**config.mk**
```make
export PLATFORM = sky130hd
export DESIGN_NAME = deserializer_1_to_10_ddr
export DESIGN_NICKNAME = d
export VERILOG_FILES = /design/src/rtl/deser_pkg.sv /design/src/rtl/word_aligner.sv /design/src/rtl/deserializer_1_to_10_ddr.sv
export SDC_FILE = /design/constraint.sdc
export NUM_CORES = 1
export LEC_CHECK = 0
export ABC_AREA = 1
export BUFFER_PORTS_ARGS = -buffer_cell sky130_fd_sc_hd__buf_2
export CORE_ASPECT_RATIO = 0.5
export CORE_MARGIN = 3
export CORE_UTILIZATION = 55
export CTS_CLUSTER_SIZE = 14
export DETAILED_ROUTE_END_ITERATION = 8
export GPL_ROUTABILITY_DRIVEN = 0
export MAX_ROUTING_LAYER = met4
export PLACE_DENSITY = 0.77
export SLEW_MARGIN = 20
export SYNTH_ARGS = -nofsm -noshare
export SYNTH_HDL_FRONTEND = slang
export SYNTH_SLANG_ARGS = --single-unit
```
**constraint.sdc**
```tcl
create_clock -name fast_clk_i -period 2.25 [get_ports fast_clk_i]
set_clock_uncertainty 0.2 [all_clocks]
set_input_delay 0.45 -clock fast_clk_i [delete_from_list [all_inputs] [get_ports fast_clk_i]]
set_output_delay 0.45 -clock fast_clk_i [all_outputs]
set_load 0.005 [all_outputs]
```
**src/rtl/deser_pkg.sv**
```systemverilog
// Shared definitions for the 1:10 DDR deserializer: word width, K28.5
// comma codewords, alignment FSM state encoding and a comma compare helper.
package deser_pkg;

    localparam int WORD_W = 10;

    // K28.5 codewords, bit0 = first bit on the line.
    localparam logic [WORD_W-1:0] COMMA_P_DEF = 10'h17C;
    localparam logic [WORD_W-1:0] COMMA_N_DEF = 10'h283;

    // A word is collected over five bit pairs (phase 0..4).
    localparam logic [2:0] PHASE_LAST  = 3'd4;
    // Bit offset runs 0..9.
    localparam logic [3:0] OFFSET_LAST = 4'd9;

    typedef enum logic {
        SEARCH = 1'b0,
        LOCKED = 1'b1
    } align_state_t;

    function automatic logic is_comma(input logic [WORD_W-1:0] word,
                                      input logic [WORD_W-1:0] comma_p,
                                      input logic [WORD_W-1:0] comma_n);
        return (word == comma_p) || (word == comma_n);
    endfunction

endpackage

```
**src/rtl/word_aligner.sv**
```systemverilog
// Comma-based word alignment FSM. Watches every recovered word, requests a
// one-bit slip after TIMEOUT comma-free words while searching, and reports
// lock after LOCK_CNT commas. Built only with DESER_AUTO_ALIGN_EN defined.
`ifdef DESER_AUTO_ALIGN_EN
module word_aligner
    import deser_pkg::*;
#(
    parameter logic [WORD_W-1:0] COMMA_P  = COMMA_P_DEF,
    parameter logic [WORD_W-1:0] COMMA_N  = COMMA_N_DEF,
    parameter int                LOCK_CNT = 4,
    parameter int                TIMEOUT  = 32
) (
    input  logic              fast_clk_i,
    input  logic              rst,
    input  logic [WORD_W-1:0] word,
    input  logic              strobe,
    output logic              slip,
    output logic              locked
);

    localparam int MW = $clog2(LOCK_CNT + 1);
    localparam int IW = $clog2(TIMEOUT + 1);
    // The count that, incremented once more, reaches its limit.
    localparam logic [MW-1:0] MATCH_LAST = MW'(LOCK_CNT - 1);
    localparam logic [IW-1:0] IDLE_LAST  = IW'(TIMEOUT - 1);

    align_state_t   state_q, state_d;
    logic [MW-1:0]  match_q, match_d;
    logic [IW-1:0]  idle_q,  idle_d;
    logic           comma;

    assign comma  = is_comma(word, COMMA_P, COMMA_N);
    assign locked = (state_q == LOCKED);

    // State and counter registers.
    always_ff @(posedge fast_clk_i) begin
        if (rst) begin
            state_q <= SEARCH;
            match_q <= '0;
            idle_q  <= '0;
        end else begin
            state_q <= state_d;
            match_q <= match_d;
            idle_q  <= idle_d;
        end
    end

    // Next state: commas win over the timeout; counters never pass their limit.
    always_comb begin
        state_d = state_q;
        match_d = match_q;
        idle_d  = idle_q;
        slip    = 1'b0;
        if (strobe) begin
            case (state_q)
                SEARCH: begin
                    if (comma) begin
                        if (match_q >= MATCH_LAST) begin
                            state_d = LOCKED;
                            match_d = '0;
                            idle_d  = '0;
                        end else begin
                            match_d = match_q + 1'b1;
                        end
                    end else if (idle_q >= IDLE_LAST) begin
                        slip    = 1'b1;
                        match_d = '0;
                        idle_d  = '0;
                    end else begin
                        idle_d = idle_q + 1'b1;
                    end
                end
                LOCKED: begin
                    if (comma) begin
                        idle_d = '0;
                    end else if (idle_q >= IDLE_LAST) begin
                        state_d = SEARCH;
                        match_d = '0;
                        idle_d  = '0;
                    end else begin
                        idle_d = idle_q + 1'b1;
                    end
                end
                default: state_d = SEARCH;
            endcase
        end
    end

endmodule
`endif

```
**src/rtl/deserializer_1_to_10_ddr.sv**
```systemverilog
// 1:10 DDR deserializer: collects five bit pairs per word into a 20-bit
// history, emits a word every fifth cycle at a selectable bit offset.
// Build macro DESER_AUTO_ALIGN_EN: automatic comma alignment (bitslip_i
// ignored); otherwise bitslip_i slips one bit per high cycle.
module deserializer_1_to_10_ddr
    import deser_pkg::*;
#(
    parameter logic [WORD_W-1:0] COMMA_P  = COMMA_P_DEF,
    parameter logic [WORD_W-1:0] COMMA_N  = COMMA_N_DEF,
    parameter int                LOCK_CNT = 4,
    parameter int                TIMEOUT  = 32
) (
    input  logic              fast_clk_i,
    input  logic              rst,
    input  logic [1:0]        dat_i,
    input  logic              bitslip_i,
    output logic [WORD_W-1:0] dat_o,
    output logic              dat_valid_o,
    output logic              locked_o
);

    localparam int HIST_W = 2 * WORD_W;

    logic [HIST_W-1:0] hist_q;
    logic [HIST_W-1:0] hist_nxt;
    logic [HIST_W-1:0] hist_shifted;
    logic [4:0]        shamt;
    logic [WORD_W-1:0] word_nxt;
    logic [2:0]        phase_q;
    logic [3:0]        offset_q;
    logic              strobe;
    logic              slip;

    // Newest pair enters at the top, so history bit 19 is the latest bit and
    // lower indices are older; bit order inside a word stays oldest-first.
    assign hist_nxt = {dat_i, hist_q[HIST_W-1:2]};
    assign strobe   = (phase_q == PHASE_LAST);

    // Word window: offset 0 is the ten newest bits (including the pair
    // arriving now); each offset step moves the window one bit earlier.
    always_comb begin
        shamt        = 5'(WORD_W) - {1'b0, offset_q};
        hist_shifted = hist_nxt >> shamt;
        word_nxt     = hist_shifted[WORD_W-1:0];
    end

    // History, phase, offset and output word registers.
    always_ff @(posedge fast_clk_i) begin
        if (rst) begin
            hist_q      <= '0;
            phase_q     <= '0;
            offset_q    <= '0;
            dat_o       <= '0;
            dat_valid_o <= 1'b0;
        end else begin
            hist_q      <= hist_nxt;
            phase_q     <= strobe ? 3'd0 : phase_q + 3'd1;
            dat_valid_o <= strobe;
            if (strobe) begin
                dat_o <= word_nxt;
            end
            if (slip) begin
                offset_q <= (offset_q == OFFSET_LAST) ? 4'd0 : offset_q + 4'd1;
            end
        end
    end

`ifdef DESER_AUTO_ALIGN_EN
    logic unused_bitslip;
    assign unused_bitslip = bitslip_i;

    word_aligner #(
        .COMMA_P  (COMMA_P),
        .COMMA_N  (COMMA_N),
        .LOCK_CNT (LOCK_CNT),
        .TIMEOUT  (TIMEOUT)
    ) u_word_aligner (
        .fast_clk_i (fast_clk_i),
        .rst        (rst),
        .word       (word_nxt),
        .strobe     (strobe),
        .slip       (slip),
        .locked     (locked_o)
    );
`else
    // Alignment settings have no effect without the aligner.
    logic unused_cfg;
    assign unused_cfg = ^{COMMA_P, COMMA_N} ^ (LOCK_CNT > 0) ^ (TIMEOUT > 0);

    assign slip     = bitslip_i;
    assign locked_o = 1'b0;
`endif

endmodule
```
==> results.py <==
metrics = {
    "worst_setup_path": {
        "crit_chain": "inv_1 -> ha_2 -> buf_4 -> nand3_1 -> nand3_1 -> nand2_1 -> nand2_1 -> nand2_1 -> nand2_1 -> nand2_1",
        "crit_required_ns": 2.23,
        "crit_fanout": 18,
        "cp-start-kind": "flop",
        "cp_common_cell": "nand2_1",
        "crit_arrival_ns": 2.04,
        "slowest_delay_ns": 0.43,
        "end_kind": "flop",
        "path_class": "flop to flop",
        "slowest_stage": "dfxtp_1",
    },
    "min_path": {
        "hp-class": "primary input to flop",
    },
    "detailed_routing": {
        "drc_errors": 0,
        "final_antenna_net_count": 0,
        "num_vias": 1917,
        "drt_iter0_drc": 121,
        "firstDrtPassIters": 4,
        "vias_per_cell": 5.21,
        "drt-total-wl_um": 4370,
        "routedWlPerCell_um": 11.9,
    },
    "clock_tree": {
        "path_clk_slew_ns": 0.07,
        "cts_buffer_depth": 2,
        "clock_sinks": 36,
        "clock-root-buffer": "clkbuf_8",
        "cts_hold_buf": 0,
        "clk_latency_ns": 0.29,
        "ctsResizeCount": 0,
        "numCtsBuffers": 5,
        "postCtsSetupRepairBufs": 0,
        "htreeDepth": 2,
        "cts_tree": "done",
    },
    "power": {
        "powerDensity_mw_per_mm2": 673,
        "power.total_mw": 1.44,
        "p_leak_nw": 1.02,
        "ir_drop_mv": 0.357,
    },
    "synth": {
        "synth_most_common_cell": "nand2_1",
        "synth_edf_count": 0,
        "yosysTopAreaCellShare": 0.368,
        "syn_inst": 308,
        "synthTopCellsByCount": "nand2_1 (96), nand3_1 (81), dfxtp_1 (36), inv_1 (31), nor2_1 (25)",
        "synth_area_per_cell_um2": 6.36,
        "synth_area_leaders": "dfxtp_1 (37%), nand3_1 (21%), nand2_1 (18%)",
        "yosys.area.top_type": "dfxtp_1",
        "netlist_area_mm2": 0.00196,
        "synth-seq-area-share": 0.368,
        "synthFlopType": "dfxtp_1",
        "async_reset_ff_frac": 0,
        "ys_ff_latch": 36,
        "syn_nets": 318,
        "synth_warnings": 0,
        "synthDistinctLibCells": 23,
    },
    "cells_and_area": {
        "final_nets": 330,
        "fillers": 295,
        "final_util": 0.669,
        "drive_gt1_frac": 0.0969,
        "syn_to_final_growth_pct": 8.95,
        "antenna_cells": 0,
    },
    "placed_design": {
        "io_buffer_count": 15,
        "hpwl_um": 3160,
    },
    "global_routing": {
        "antenna_found_initial": 0,
        "grt_pass1_wl_um": 6870,
        "grt_max_degree": 22,
        "grt.total_usage": 0.209,
        "grt_pass1_vias": 1538,
        "grt_overflow": 0,
    },
    "timing": {
        "slew_headroom": 0.548,
        "max_freq_mhz": 486,
        "worst_pin_slew_ns": 0.675,
        "hold_violations": 0,
        "hold_ws_ns": 0.185,
        "period_share": 0.914,
        "setup_violations": 0,
        "tns_ns": 0,
        "grt_setup_unrepaired": "false",
        "period_minus_slack_ns": 2.06,
        "slew_violations": 0,
    },
    "flow_run": {
        "drv_cap": 0,
    },
    "floorplan": {
        "die_area_mm2": 0.00436,
        "die_w_um": 90.4,
        "core_area_mm2": 0.00319,
        "start_util": 0.614,
        "die_y_um": 48.2,
        "ios": 17,
        "row_count": 14,
    },
    "status": {
        "status": "finished, final reports clean",
    },
}
## layout make-up
type,instances,area [um^2],share of cell area
clock inverters,1,5.00,0.00235
inverters,33,128,0.0598
well taps,48,60.1,0.0282
multi-input cells,224,1030,0.485
repair inverters,1,7.51,0.00352
flip-flops and latches,36,721,0.338
clock buffers,6,72.6,0.0340
repair buffers,19,105,0.0493
## metrics by stage
stage	std cells	setup slack [ns]	cell area (um^2)
final	368	0.193	2130
after CTS	367	0.0885	2120
after global placement	360	0.131	2040
after floorplan	308	0.215	1960
after detailed placement	360	0.0985	2040
after global routing	368	0.0449	2130
## power by group
part,switching [mW],internal (mW)
clock,0.226,0.210
sequential,0.0158,0.658
combinational,0.217,0.110
total,0.458,0.978
## sequential cells by signal, indices dropped and copies added, names as in the netlist
name / count
dat_o: 10
phase_q: 3
offset_q: 4
hist_q: 18
dat_valid_o: 1
## worst max-delay path, delay by kind of cell, from the launching register on
| family | cells | cell delay, ns |
|---|---|---|
| buffers and inverters | 2 | 0.34 |
| AND/OR/NAND/NOR | 7 | 0.56 |
| flip-flops | 1 | 0.43 |
| adder cells (fa/ha/maj) | 1 | 0.41 |
## worst paths after layout
| check | startpoint | end | slack (ns) | cells after the start |
|---|---|---|---|---|
| setup / recovery | offset_q[0] | dat_o[0] | 0.19 | 10 |
| hold / removal | bitslip_i | offset_q[2] | 0.18 | 2 |
| setup reg to reg | offset_q[0] | dat_o[0] | 0.19 | 10 |
| hold reg to reg | hist_q[7] | hist_q[5] | 0.24 | 2 |
## layout by cell type, fill, tap and decap left out, drive strengths merged, types with 2 or more instances in the layout
master / Yosys / layout
ha: 5 / 5
nor2: 25 / 25
dfxtp: 36 / 36
nand2: 97 / 97
buf: 12 / 19
xor2: 2 / 2
nor3: 2 / 2
clkinvlp: 0 / 2
a21oi: 3 / 3
clkinv: 1 / 2
o21ai: 4 / 4
nand3: 81 / 81
inv: 32 / 31
clkbuf: 3 / 6
## metal layers
layer,part of all wire,vias up,GRT usage,routed length [um]
met5,0,-,-,0
met4,0.0087,0,0.0760,38
met3,0.070,4,0.0555,305
met2,0.40,68,0.320,1760
met1,0.52,847,0.273,2260
li1,-,998,-,-
## cell families after synthesis
kind of cell             Yosys count  share of synthesized area
other                              1                    0.00192
buffers and inverters             48                      0.105
AO/OA/AOI/OAI                      9                     0.0256
XOR/XNOR                           3                     0.0173
AND/OR/NAND/NOR                  206                      0.450
adder cells (fa/ha/maj)            5                     0.0319
flip-flops                        36                      0.368
Note: power is estimated with default switching activity, not from simulation.
